===== src/rtl/f_pc.sv =====
// Fetch-stage program counter. It picks the next PC from the D-stage redirect,
// checks it against the instruction-memory window, and halts fetch on an illegal target.
module f_pc #(
    parameter logic [31:0] INIT_PC  = 32'h0000_3000,
    parameter int          IM_WORDS = 4096
) (
    input  logic        clk,
    input  logic        reset,
    input  logic        F_en,
    input  logic [1:0]  D_npc_sel,
    input  logic        D_branch_taken,
    input  logic [31:0] D_PC,
    input  logic [15:0] D_imm16,
    input  logic [25:0] D_imm26,
    input  logic [31:0] D_rs_data,
    output logic [31:0] F_PC,
    output logic        F_valid,
    output logic        F_halt,
    output logic [31:0] F_stall_cnt
);

    localparam logic [31:0] LAST_PC = INIT_PC + 32'(4 * IM_WORDS) - 32'd4;

    typedef enum logic {S_RUN, S_HALT} state_t;

    state_t      r_state;
    logic [31:0] r_pc;
    logic        r_valid;
    logic        r_halt;
    logic [31:0] r_stall;

    logic [31:0] w_seq;
    logic [31:0] w_dpc4;
    logic [31:0] w_br;
    logic [31:0] w_npc;
    logic        w_legal;

    assign w_seq  = r_pc + 32'd4;
    assign w_dpc4 = D_PC + 32'd4;
    assign w_br   = w_dpc4 + {{14{D_imm16[15]}}, D_imm16, 2'b00};

    always_comb begin
        w_npc = w_seq;
        case (D_npc_sel)
            2'b00:   w_npc = w_seq;
            2'b01:   w_npc = D_branch_taken ? w_br : w_seq;
            2'b10:   w_npc = {w_dpc4[31:28], D_imm26, 2'b00};
            default: w_npc = D_rs_data;
        endcase
    end

    assign w_legal = (w_npc[1:0] == 2'b00) && (w_npc >= INIT_PC) && (w_npc <= LAST_PC);

    // D inputs only reach the PC through this register, never straight to the outputs.
    always_ff @(posedge clk or posedge reset) begin
        if (reset) begin
            r_state <= S_RUN;
            r_pc    <= INIT_PC;
            r_valid <= 1'b1;
            r_halt  <= 1'b0;
            r_stall <= 32'd0;
        end else if (r_state == S_RUN) begin
            if (F_en) begin
                if (w_legal) begin
                    r_pc <= w_npc;
                end else begin
                    r_state <= S_HALT;
                    r_valid <= 1'b0;
                    r_halt  <= 1'b1;
                end
            end else if (r_stall != 32'hFFFF_FFFF) begin
                r_stall <= r_stall + 32'd1;
            end
        end
    end

    assign F_PC        = r_pc;
    assign F_valid     = r_valid;
    assign F_halt      = r_halt;
    assign F_stall_cnt = r_stall;

endmodule


===== config.mk =====
export PLATFORM = sky130hd
export DESIGN_NAME = f_pc
export DESIGN_NICKNAME = d
export VERILOG_FILES = /design/src/rtl/f_pc.sv
export SDC_FILE = /design/constraint.sdc
export NUM_CORES = 1
export LEC_CHECK = 0
export BUFFER_PORTS_ARGS = -buffer_cell sky130_fd_sc_hd__buf_4
export CAP_MARGIN = 20
export CORE_MARGIN = 8
export CORE_UTILIZATION = 45
export DETAILED_ROUTE_END_ITERATION = 8
export GPL_ROUTABILITY_DRIVEN = 0
export PLACE_DENSITY = 0.69
export SLEW_MARGIN = 40
export SYNTH_ARGS = -nofsm -noshare
export SYNTH_HDL_FRONTEND = slang
export SYNTH_SLANG_ARGS = --single-unit

===== constraint.sdc =====
create_clock -name clk -period 6.3 [get_ports clk]
set_input_delay 0.63 -clock clk [delete_from_list [all_inputs] [get_ports clk]]
set_output_delay 0.63 -clock clk [all_outputs]
set_load 0.03 [all_outputs]

==> results of run 1 <==
## cell usage after synthesis (all sizes together) (18+ instances only)
master / n
xnor2: 67
nor2: 69
and3: 20
o21ai: 46
mux2i: 19
ha: 37
a21oi: 54
clkbuf: 23
nor3: 20
and2: 22
xor2: 32
nand4: 40
dfrtp: 64
nand2: 91
inv: 18
nand3: 42
## per-layer routing
layer	vias to the layer above	wire length, um
li1	3348	-
met1	3157	9157
met2	234	9786
met3	49	1538
met4	0	673
met5	-	0
## final cells by class
cell class	count	area, sq um
Clock buffer	11	242.7
Tap cell	184	230.2
Inverter	19	71.32
Timing Repair Buffer	181	1371
Clock inverter	5	52.55
Fill cell	1352	6037
Multi-Input combinational cell	710	4683
Sequential cell	67	1680
## cells by family (layout without fill, tap and decap cells)
family / Yosys count / after routing / synth area share
AOI/OAI and AO/OA: 184 / 184 / 0.1781
muxes: 28 / 28 / 0.04447
and+or+nand+nor: 360 / 360 / 0.2807
xor gates and xnor gates: 100 / 100 / 0.1357
adders and majority gates: 38 / 38 / 0.07366
DFF: 67 / 67 / 0.2563
buffers and inverters: 51 / 216 / 0.03110
## power breakdown
| group | switching (mW) | leakage, nW | internal (mW) |
|---|---|---|---|
| Sequential | 0.00317 | 0.909 | 0.434 |
| Clock | 0.179 | 0.145 | 0.315 |
| Combinational | 0.212 | 2.78 | 0.160 |
| Total | 0.395 | 3.83 | 0.908 |
## worst max path at each step
stage / start / end / slack [ns] / cells past startpoint
after floorplan: D_PC[7] / F_PC[3]$_DFFE_PP0P_ / 1.0 / 20
after global placement: D_PC[7] / F_PC[14]$_DFFE_PP0P_ / 0.60 / 18
after detailed placement: D_PC[7] / F_PC[3]$_DFFE_PP0P_ / 0.50 / 19
after CTS: D_PC[7] / F_PC[3]$_DFFE_PP0P_ / 0.85 / 19
after global routing: D_PC[7] / F_PC[3]$_DFFE_PP0P_ / 0.45 / 19
final: D_PC[7] / F_PC[3]$_DFFE_PP0P_ / 0.76 / 19
## critical path, cell delays in order
cell      delay (ns)
buf_4           0.12
nand4_1         0.13
or4_1           0.67
nor2_1          0.23
and3_1          0.20
xor2_1          0.07
ha_1            0.42
nand2_1         0.13
nor2_1          0.19
nand2_1         0.08
o31ai_1         0.44
mux2i_1         0.24
nor2_1          0.06
or4_1           0.49
or4_1           0.53
or4_1           0.48
buf_4           0.27
a211oi_1        0.26
a21oi_1         0.08
## stage by stage
| step | instance area (sq um) | worst slack [ns] | utilization | hold WS (ns) |
|---|---|---|---|---|
| 6_report | 8332 | 0.7588 | 0.5799 | 0.3927 |
| 3_5_place_dp | 8031 | 0.5035 | 0.5590 | 0.4607 |
| 2_1_floorplan | 6556 | 0.9986 | - | 0.4577 |
| 3_3_place_gp | 8005 | 0.5979 | 0.5571 | 0.4599 |
| 5_1_grt | 8332 | 0.4509 | 0.5799 | 0.4243 |
| 4_1_cts | 8327 | 0.8483 | 0.5795 | 0.3983 |
## registers in the layout (all words and copies together) (netlist names)
register	flops
F_halt	1
r_state	1
F_valid	1
F_PC	32
F_stall_cnt	32
==> impl_metrics.toml, run 1 <==
[grt]
grt_max_degree = 46
gr-total-overflow = 0
grtUsageMet1 = 0.2731
busiest_layer = "met2"
grt.met3_usage = 0.05543
antenna_found_initial = 0
globalRouteMet2Util = 0.3577
grt_pass1_vias = 6591
grt_pass1_wl_um = 33090
track_usage = 0.2210

[routing]
drc = 0
num_vias = 6788
drt_wl_total_um = 21160
drt_iter0_drc = 450
dr.pass1.iters = 9
ant_nets = 0
viasPerCell = 5.767
wire_per_inst_um = 17.97

[sta]
timing.final.crit_period_ns = 5.541
setup_viol_count_final = 0
worst_slew_pin_slew_ns = 0.7525
totalNegativeSetupSlack_ns = 0
period_share = 0.8796
worst_clock_skew_ns = 0.008691
rsz0062_at_grt = "no"
finalMaxSlewViolations = 0
slew_headroom = 0.4854
hold_viol = 0
fmax_mhz = 180.5

[power]
ir_worst_vdd_mv = 0.1382
pwr_density_cell_mw_per_mm2 = 156.5
total_power_mw = 1.304
p_leak_nw = 3.834

[floorplanning]
die-height_um = 136.7
chipWidth_um = 136.7
num_rows = 44
dieArea_sq_mm = 0.01869
core_area_sq_mm = 0.01437
initial_utilization = 0.4563
io_pins = 178

[clocking]
ctsResizeCount = 0
h-tree-depth = 3
clock_latency_ns = 0.33
tritoncts = "built"
cts.sinks = 67
cts_buffers = 9
path_clk_slew_ns = 0.06
cts_buffer_depth = 2
cts_root_buffer = "clkbuf_16"
post-cts-setup-buffers = 0
postCtsHoldBufs = 0

[synthesis]
yosysWarnings = 0
synth_top_area_share = 0.2443
synth.cell_area_sq_mm = 0.006556
synth.area.top_cells = "dfrtp_1 (24%), xnor2_1 (9.0%), ha_1 (7.1%)"
synth_edf_count = 0
seq_area_frac_synth = 0.2563
synth_top_flop_cell = "dfrtp_1"
syn_inst = 828
synth-async-reset-ratio = 1.000
avgSynthCellArea_sq_um = 7.918
yosys.area.top_type = "dfrtp_1"
syn-num-nets = 978
synth_cell_types = 69
ys_seq_elements = 67

[critical_path]
startpoint_type = "input port"
worst-setup-path-type = "in2reg"
r2r_slack_ns = 1.89
r2r_start = "F_PC[8]$_DFFE_PP0P_"
r2r_cells = 12
endpoint_kind = "flop"
cp_data_arrival_time_ns = 5.74
rr_endpoint = "F_PC[3]$_DFFE_PP0P_"
crit_fanout = 42
crit_required_ns = 6.50

[worst_hold_path]
min_path_type = "in2async"

[place]
place_inst = 1161
portBuffers = 177
hpwl_um = 16840

[final_layout]
nets = 1138
drive_gt1_frac = 0.2236
final_cell_mix = "buf_4 (180), nand2_1 (90), nor2_1 (69), xnor2_1 (67), dfrtp_1 (64)"
syn2layout_area_growth_pct = 27.08
fin_cells = 1177
antenna_cells = 0
final_common_cell = "buf_4"

[job]
cap_violations = 0

[status]
outcome = "completed"
Note: power is estimated with default switching activity, not from simulation.
==> run 2: changes to the inputs <==
--- a/config.mk
+++ b/config.mk
@@ -11,6 +11,7 @@
 export CORE_UTILIZATION = 45
 export DETAILED_ROUTE_END_ITERATION = 8
 export GPL_ROUTABILITY_DRIVEN = 0
+export MAX_ROUTING_LAYER = met4
 export PLACE_DENSITY = 0.69
 export SLEW_MARGIN = 40
 export SYNTH_ARGS = -nofsm -noshare
==> constraint.sdc (replaced) <==
create_clock -name clk -period 6.3 [get_ports clk]
set_input_delay 1.26 -clock clk [delete_from_list [all_inputs] [get_ports clk]]
set_output_delay 1.26 -clock clk [all_outputs]
set_load 0.03 [all_outputs]
==> run 2 against run 1 <==
Compared with the run above:
- clock skew is 0.0024 ns lower
- non-clock buffer count is 13 higher
- sequential cell count stayed put
- clock power hardly changed
- largest cell class unchanged
- critical path depth is 1 lower
- largest power group unchanged
- combinational power is 2% higher
- sequential share of layout area is 0.23 points lower
- total power is 0.28% higher
- global-route usage is 0.97 points higher
- register-to-register slack better by 0.22 ns
==> impl_metrics.toml, run 2 (synthesized netlist as in run 1, its figures left out) <==
[power]
total_power_mw = 1.307
ir_worst_vdd_mv = 0.1444
p_leak_nw = 3.902
pwr_density_cell_mw_per_mm2 = 155.1

[clocking]
path_clk_slew_ns = 0.06
postCtsHoldBufs = 0
cts_buffers = 9
tritoncts = "built"
cts.sinks = 67
cts_buffer_depth = 2
cts_root_buffer = "clkbuf_16"
h-tree-depth = 3
post-cts-setup-buffers = 0
clock_latency_ns = 0.33
ctsResizeCount = 0

[routing]
viasPerCell = 5.662
drt_iter0_drc = 501
drt_wl_total_um = 21070
ant_nets = 0
wire_per_inst_um = 17.70
num_vias = 6738
drc = 0
dr.pass1.iters = 8

[sta]
fmax_mhz = 171.2
timing.hold.ws_ns = 0.4855
hold_viol = 0
slew_headroom = 0.4762
period_share = 0.9273
finalMaxSlewViolations = 0
timing.final.crit_period_ns = 5.842
worst_clock_skew_ns = 0.006262
totalNegativeSetupSlack_ns = 0
rsz0062_at_grt = "no"
setup_viol_count_final = 0
worst_slew_pin_slew_ns = 0.7797

[place]
place_inst = 1174
hpwl_um = 16900
portBuffers = 177

[critical_path]
slowest_delay_ns = 0.54
critPathSlowestCell = "nor4_1"
cp_data_arrival_time_ns = 6.06
startpoint_type = "input port"
crit_required_ns = 6.51
path_common_cell = "or4_1"
worst-setup-path-type = "in2reg"
critical_path.cell_chain = "buf_4 > ha_1 > nand3_1 > nor2_1 > nand4_1 > xnor2_1 > ha_1 > a21oi_1 > o21ai_0 > nor4_1 > o31ai_1 > mux2i_1 > nor2_1 > or4_1 > or4_1 > or4_1 > buf_12 > mux2_2"
crit_fanout = 42
r2r_cells = 12
endpoint_kind = "flop"

[final_layout]
syn2layout_area_growth_pct = 28.55
final_util = 0.5866
fin_cells = 1190
drive_gt1_frac = 0.2326
final_common_cell = "buf_4"
antenna_cells = 0
final_cell_mix = "buf_4 (192), nand2_1 (90), nor2_1 (69), xnor2_1 (67), dfrtp_1 (64)"
nets = 1151

[grt]
track_usage = 0.2307
antenna_found_initial = 0
grt_pass1_vias = 6777
grt_pass1_wl_um = 33690
gr-total-overflow = 0
grt_max_degree = 68

[worst_hold_path]
min_path_type = "reg2reg"
hold_path_depth = 1

[floorplanning]
die-height_um = 136.7
core_area_sq_mm = 0.01437
dieArea_sq_mm = 0.01869
initial_utilization = 0.4563
num_rows = 44
chipWidth_um = 136.7
io_pins = 178

[status]
outcome = "completed"

[job]
cap_violations = 0
## run 2: cell count changes in the layout (fill, tap and decap cells not counted), sizes merged
cell	before	now
buf	181	194
## run 2: per-layer routing
layer	wire [um]	part of all wire	global-route usage	up-vias
met4	584	0.028	0.08237	0
met3	1366	0.065	0.04295	37
li1	-	-	-	3390
met2	9916	0.47	0.3724	219
met5	0	0	-	-
met1	9198	0.44	0.2828	3092
## run 2: final cells by class
| class | instances | area [sq um] |
|---|---|---|
| inverters | 19 | 71.32 |
| well taps | 184 | 230.2 |
| multi-input cells | 710 | 4678 |
| fillers | 1351 | 5941 |
| clock inverters | 5 | 52.55 |
| flip-flops and latches | 67 | 1680 |
| clock buffers | 11 | 242.7 |
| repair buffers | 194 | 1473 |
## run 2: worst paths after layout
check	start	end	slack (ns)
max in group asynchronous	reset	F_PC[21]$_DFFE_PP0P_	4.80
setup / recovery	D_PC[2]	F_PC[14]$_DFFE_PP0P_	0.46
min in group asynchronous	reset	F_stall_cnt[17]$_DFFE_PP0P_	1.08
setup reg to reg	F_PC[2]$_DFFE_PP0P_	F_PC[14]$_DFFE_PP0P_	2.11
hold / removal	F_valid$_DFFE_PP1P_	F_valid$_DFFE_PP1P_	0.49
hold reg to reg	F_valid$_DFFE_PP1P_	F_valid$_DFFE_PP1P_	0.49
## run 2: critical path: cells and delay by family
kind / cells / cell delay, ns
adder cells (fa/ha/maj): 2 / 0.38
XOR/XNOR: 1 / 0.16
AO/OA/AOI/OAI: 3 / 0.67
buffers and inverters: 2 / 0.30
multiplexers: 2 / 0.45
AND/OR/NAND/NOR: 8 / 2.79
## run 2: per-stage QoR
step	setup slack, ns	cell area (sq um)
floorplan	0.3686	6556
global placement	0.1735	8123
detailed placement	0.1611	8133
CTS	0.4817	8428
global route	0.09867	8428
finish	0.4582	8428
## run 2: power by group
part	leakage, nW	internal (mW)	switching, mW	total [mW]
logic	2.85	0.165	0.213	0.379
registers	0.909	0.434	0.00325	0.437
clock network	0.145	0.315	0.177	0.492
total	3.90	0.914	0.393	1.31
==> run 3: changes to the inputs <==
--- a/config.mk
+++ b/config.mk
@@ -5,6 +5,7 @@
 export SDC_FILE = /design/constraint.sdc
 export NUM_CORES = 1
 export LEC_CHECK = 0
+export ABC_AREA = 1
 export BUFFER_PORTS_ARGS = -buffer_cell sky130_fd_sc_hd__buf_4
 export CAP_MARGIN = 20
 export CORE_MARGIN = 8
@@ -12,7 +13,7 @@
 export DETAILED_ROUTE_END_ITERATION = 8
 export GPL_ROUTABILITY_DRIVEN = 0
 export MAX_ROUTING_LAYER = met4
-export PLACE_DENSITY = 0.69
+export PLACE_DENSITY = 0.67
 export SLEW_MARGIN = 40
 export SYNTH_ARGS = -nofsm -noshare
 export SYNTH_HDL_FRONTEND = slang
==> run 3 against run 2 <==
Compared with the run above:
- synthesized cell count rose by 63%
- hold slack got worse by 0.032 ns
- total power increased by 8.3%
==> impl_metrics.toml, run 3 <==
[status]
outcome = "completed"

[sta]
worst_clock_skew_ns = 0.007082
fmax_mhz = 189.4
worst_slew_pin_slew_ns = 0.7866
slew_headroom = 0.4750
totalNegativeSetupSlack_ns = 0
finalMaxSlewViolations = 0
rsz0062_at_grt = "no"
period_share = 0.8382
setup_viol_count_final = 0
setup_slack_ns = 1.019
timing.final.crit_period_ns = 5.281
hold_viol = 0

[critical_path]
crit_required_ns = 6.52
r2r_slack_ns = 2.77
r2r_cells = 18
r2r_start = "F_PC[2]$_DFFE_PP0P_"
startpoint_type = "input port"
worst-setup-path-type = "in2reg"
cp_data_arrival_time_ns = 5.50
endpoint_kind = "flop"
crit_fanout = 32
rr_endpoint = "F_PC[9]$_DFFE_PP0P_"

[clocking]
postCtsHoldBufs = 0
path_clk_slew_ns = 0.05
cts_root_buffer = "clkbuf_16"
cts_buffer_depth = 2
cts_buffers = 9
cts.sinks = 67
clock_latency_ns = 0.34
post-cts-setup-buffers = 0
ctsResizeCount = 0
tritoncts = "built"
h-tree-depth = 3

[power]
ir_worst_vdd_mv = 0.1403
pwr_density_cell_mw_per_mm2 = 145.3
p_leak_nw = 5.264

[floorplanning]
dieArea_sq_mm = 0.02199
chipWidth_um = 148.3
die-height_um = 148.3
num_rows = 48
initial_utilization = 0.4584
core_area_sq_mm = 0.01718
io_pins = 178

[worst_hold_path]
hold_path_depth = 2
min_from = "F_valid$_DFFE_PP1P_"
min_path_type = "reg2reg"
hold_end = "F_valid$_DFFE_PP1P_"

[synthesis]
synth.area.top_cells = "nand2_1 (23%), dfrtp_1 (20%), inv_1 (8.9%)"
yosys.area.top_type = "nand2_1"
synth.cell_area_sq_mm = 0.007874
synth_common_cells = "nand2_1 (479), inv_1 (186), nor2_1 (126)"
synth.most_common_cell = "nand2_1"
synth_top_flop_cell = "dfrtp_1"
synth_edf_count = 0
avgSynthCellArea_sq_um = 5.850
ys_seq_elements = 67
synth_top_area_share = 0.2283
synth_cell_types = 40
yosysWarnings = 0
syn-num-nets = 1496
synth-async-reset-ratio = 1.000
seq_area_frac_synth = 0.2134
syn_inst = 1346

[grt]
globalRouteMet2Util = 0.4018
gr-total-overflow = 0
grt_max_degree = 68
grtUsageMet1 = 0.3196
busiest_layer = "met2"
track_usage = 0.2566
antenna_found_initial = 0
grt.met3_usage = 0.05318
grt_pass1_wl_um = 44260
grt_pass1_vias = 8911

[routing]
ant_nets = 0
drt_wl_total_um = 27210
dr.pass1.iters = 5
drt_iter0_drc = 777
wire_per_inst_um = 15.62
num_vias = 9024
drc = 0
viasPerCell = 5.180

[final_layout]
drive_gt1_frac = 0.1734
final_cell_mix = "nand2_1 (479), inv_1 (185), buf_4 (179), nor2_1 (124), nand3_1 (97)"
syn2layout_area_growth_pct = 23.79
nets = 1662
antenna_cells = 0
n_fill_cell = 1760
final_common_cell = "nand2_1"
final_area_sq_mm = 0.009747

[place]
hpwl_um = 22220
dpl_cell_area_sq_mm = 0.009405
pre_cts_ws_ns = 0.7785
portBuffers = 177

[job]
cap_violations = 0
-- run 3: metal layers --
metal,routed length [um],part of all wire
met5,0,0
met4,879,0.032
met3,2023,0.074
met2,12390,0.46
met1,11910,0.44
-- run 3: stage by stage --
step	total power, mW	utilization	hold WS, ns	instances
after detailed placement	0.8385	0.5476	0.4447	1726
after global routing	1.500	0.5675	0.4627	1742
after CTS	1.419	0.5675	0.4537	1742
after floorplan	0.6957	-	0.4594	1346
final	1.416	0.5675	0.4533	1742
after global placement	0.8362	0.5471	0.4419	1726
-- run 3: worst max path at each step --
| stage | from | endpoint | cells past startpoint |
|---|---|---|---|
| 5_1_grt | D_PC[2] | F_PC[2]$_DFFE_PP0P_ | 28 |
| 3_5_place_dp | D_PC[2] | F_PC[0]$_DFFE_PP0P_ | 28 |
| 4_1_cts | D_PC[2] | F_PC[9]$_DFFE_PP0P_ | 28 |
| 2_1_floorplan | D_PC[2] | F_PC[22]$_DFFE_PP0P_ | 28 |
| 6_report | D_PC[2] | F_PC[9]$_DFFE_PP0P_ | 28 |
| 3_3_place_gp | D_PC[2] | F_PC[15]$_DFFE_PP0P_ | 28 |
-- run 3: cell families (layout without fill, tap and decap cells) --
group | count (synthesis) | count (layout) | synth area share
compound gates | 118 | 118 | 0.08613
flops | 67 | 67 | 0.2134
simple gates | 811 | 811 | 0.4406
fa+ha+maj | 38 | 38 | 0.06134
xor+xnor | 75 | 75 | 0.08343
buf+inv | 237 | 408 | 0.1150
-- run 3: worst max-delay path: stages --
cell,delay [ns]
buf_4,0.09
ha_1,0.20
nand3_1,0.13
nor2_1,0.18
nand4_1,0.24
nor2_1,0.31
nand2_1,0.15
nor2_1,0.14
xor2_1,0.16
inv_1,0.06
ha_1,0.39
nand2_1,0.13
nor2_1,0.24
nand2_1,0.13
nor2_1,0.10
nand2_1,0.09
nand4_1,0.10
nand3_1,0.12
nand2_1,0.09
nand2_1,0.05
nand2_1,0.05
nand2_1,0.05
inv_1,0.08
nand3_4,0.10
nor2_8,0.26
nand3_4,0.36
nand2_1,0.17
nand2_1,0.06
-- run 3: power by group --
group          internal [mW]  switching, mW  leakage (nW)
registers              0.431    0.000000149         0.910
logic                  0.154          0.250          4.19
clock network          0.385          0.196         0.165
total                  0.970          0.446          5.26
-- run 3: cell type report --
class                   count  area [sq um]  area share
clock buffers               9         225.2     0.02311
clock inverters             7         116.4     0.01194
inverters                 212         795.8     0.08164
multi-input cells        1042          5293      0.5430
flip-flops and latches     67          1680      0.1724
well taps                 225         281.5     0.02888
repair buffers            180          1355      0.1390
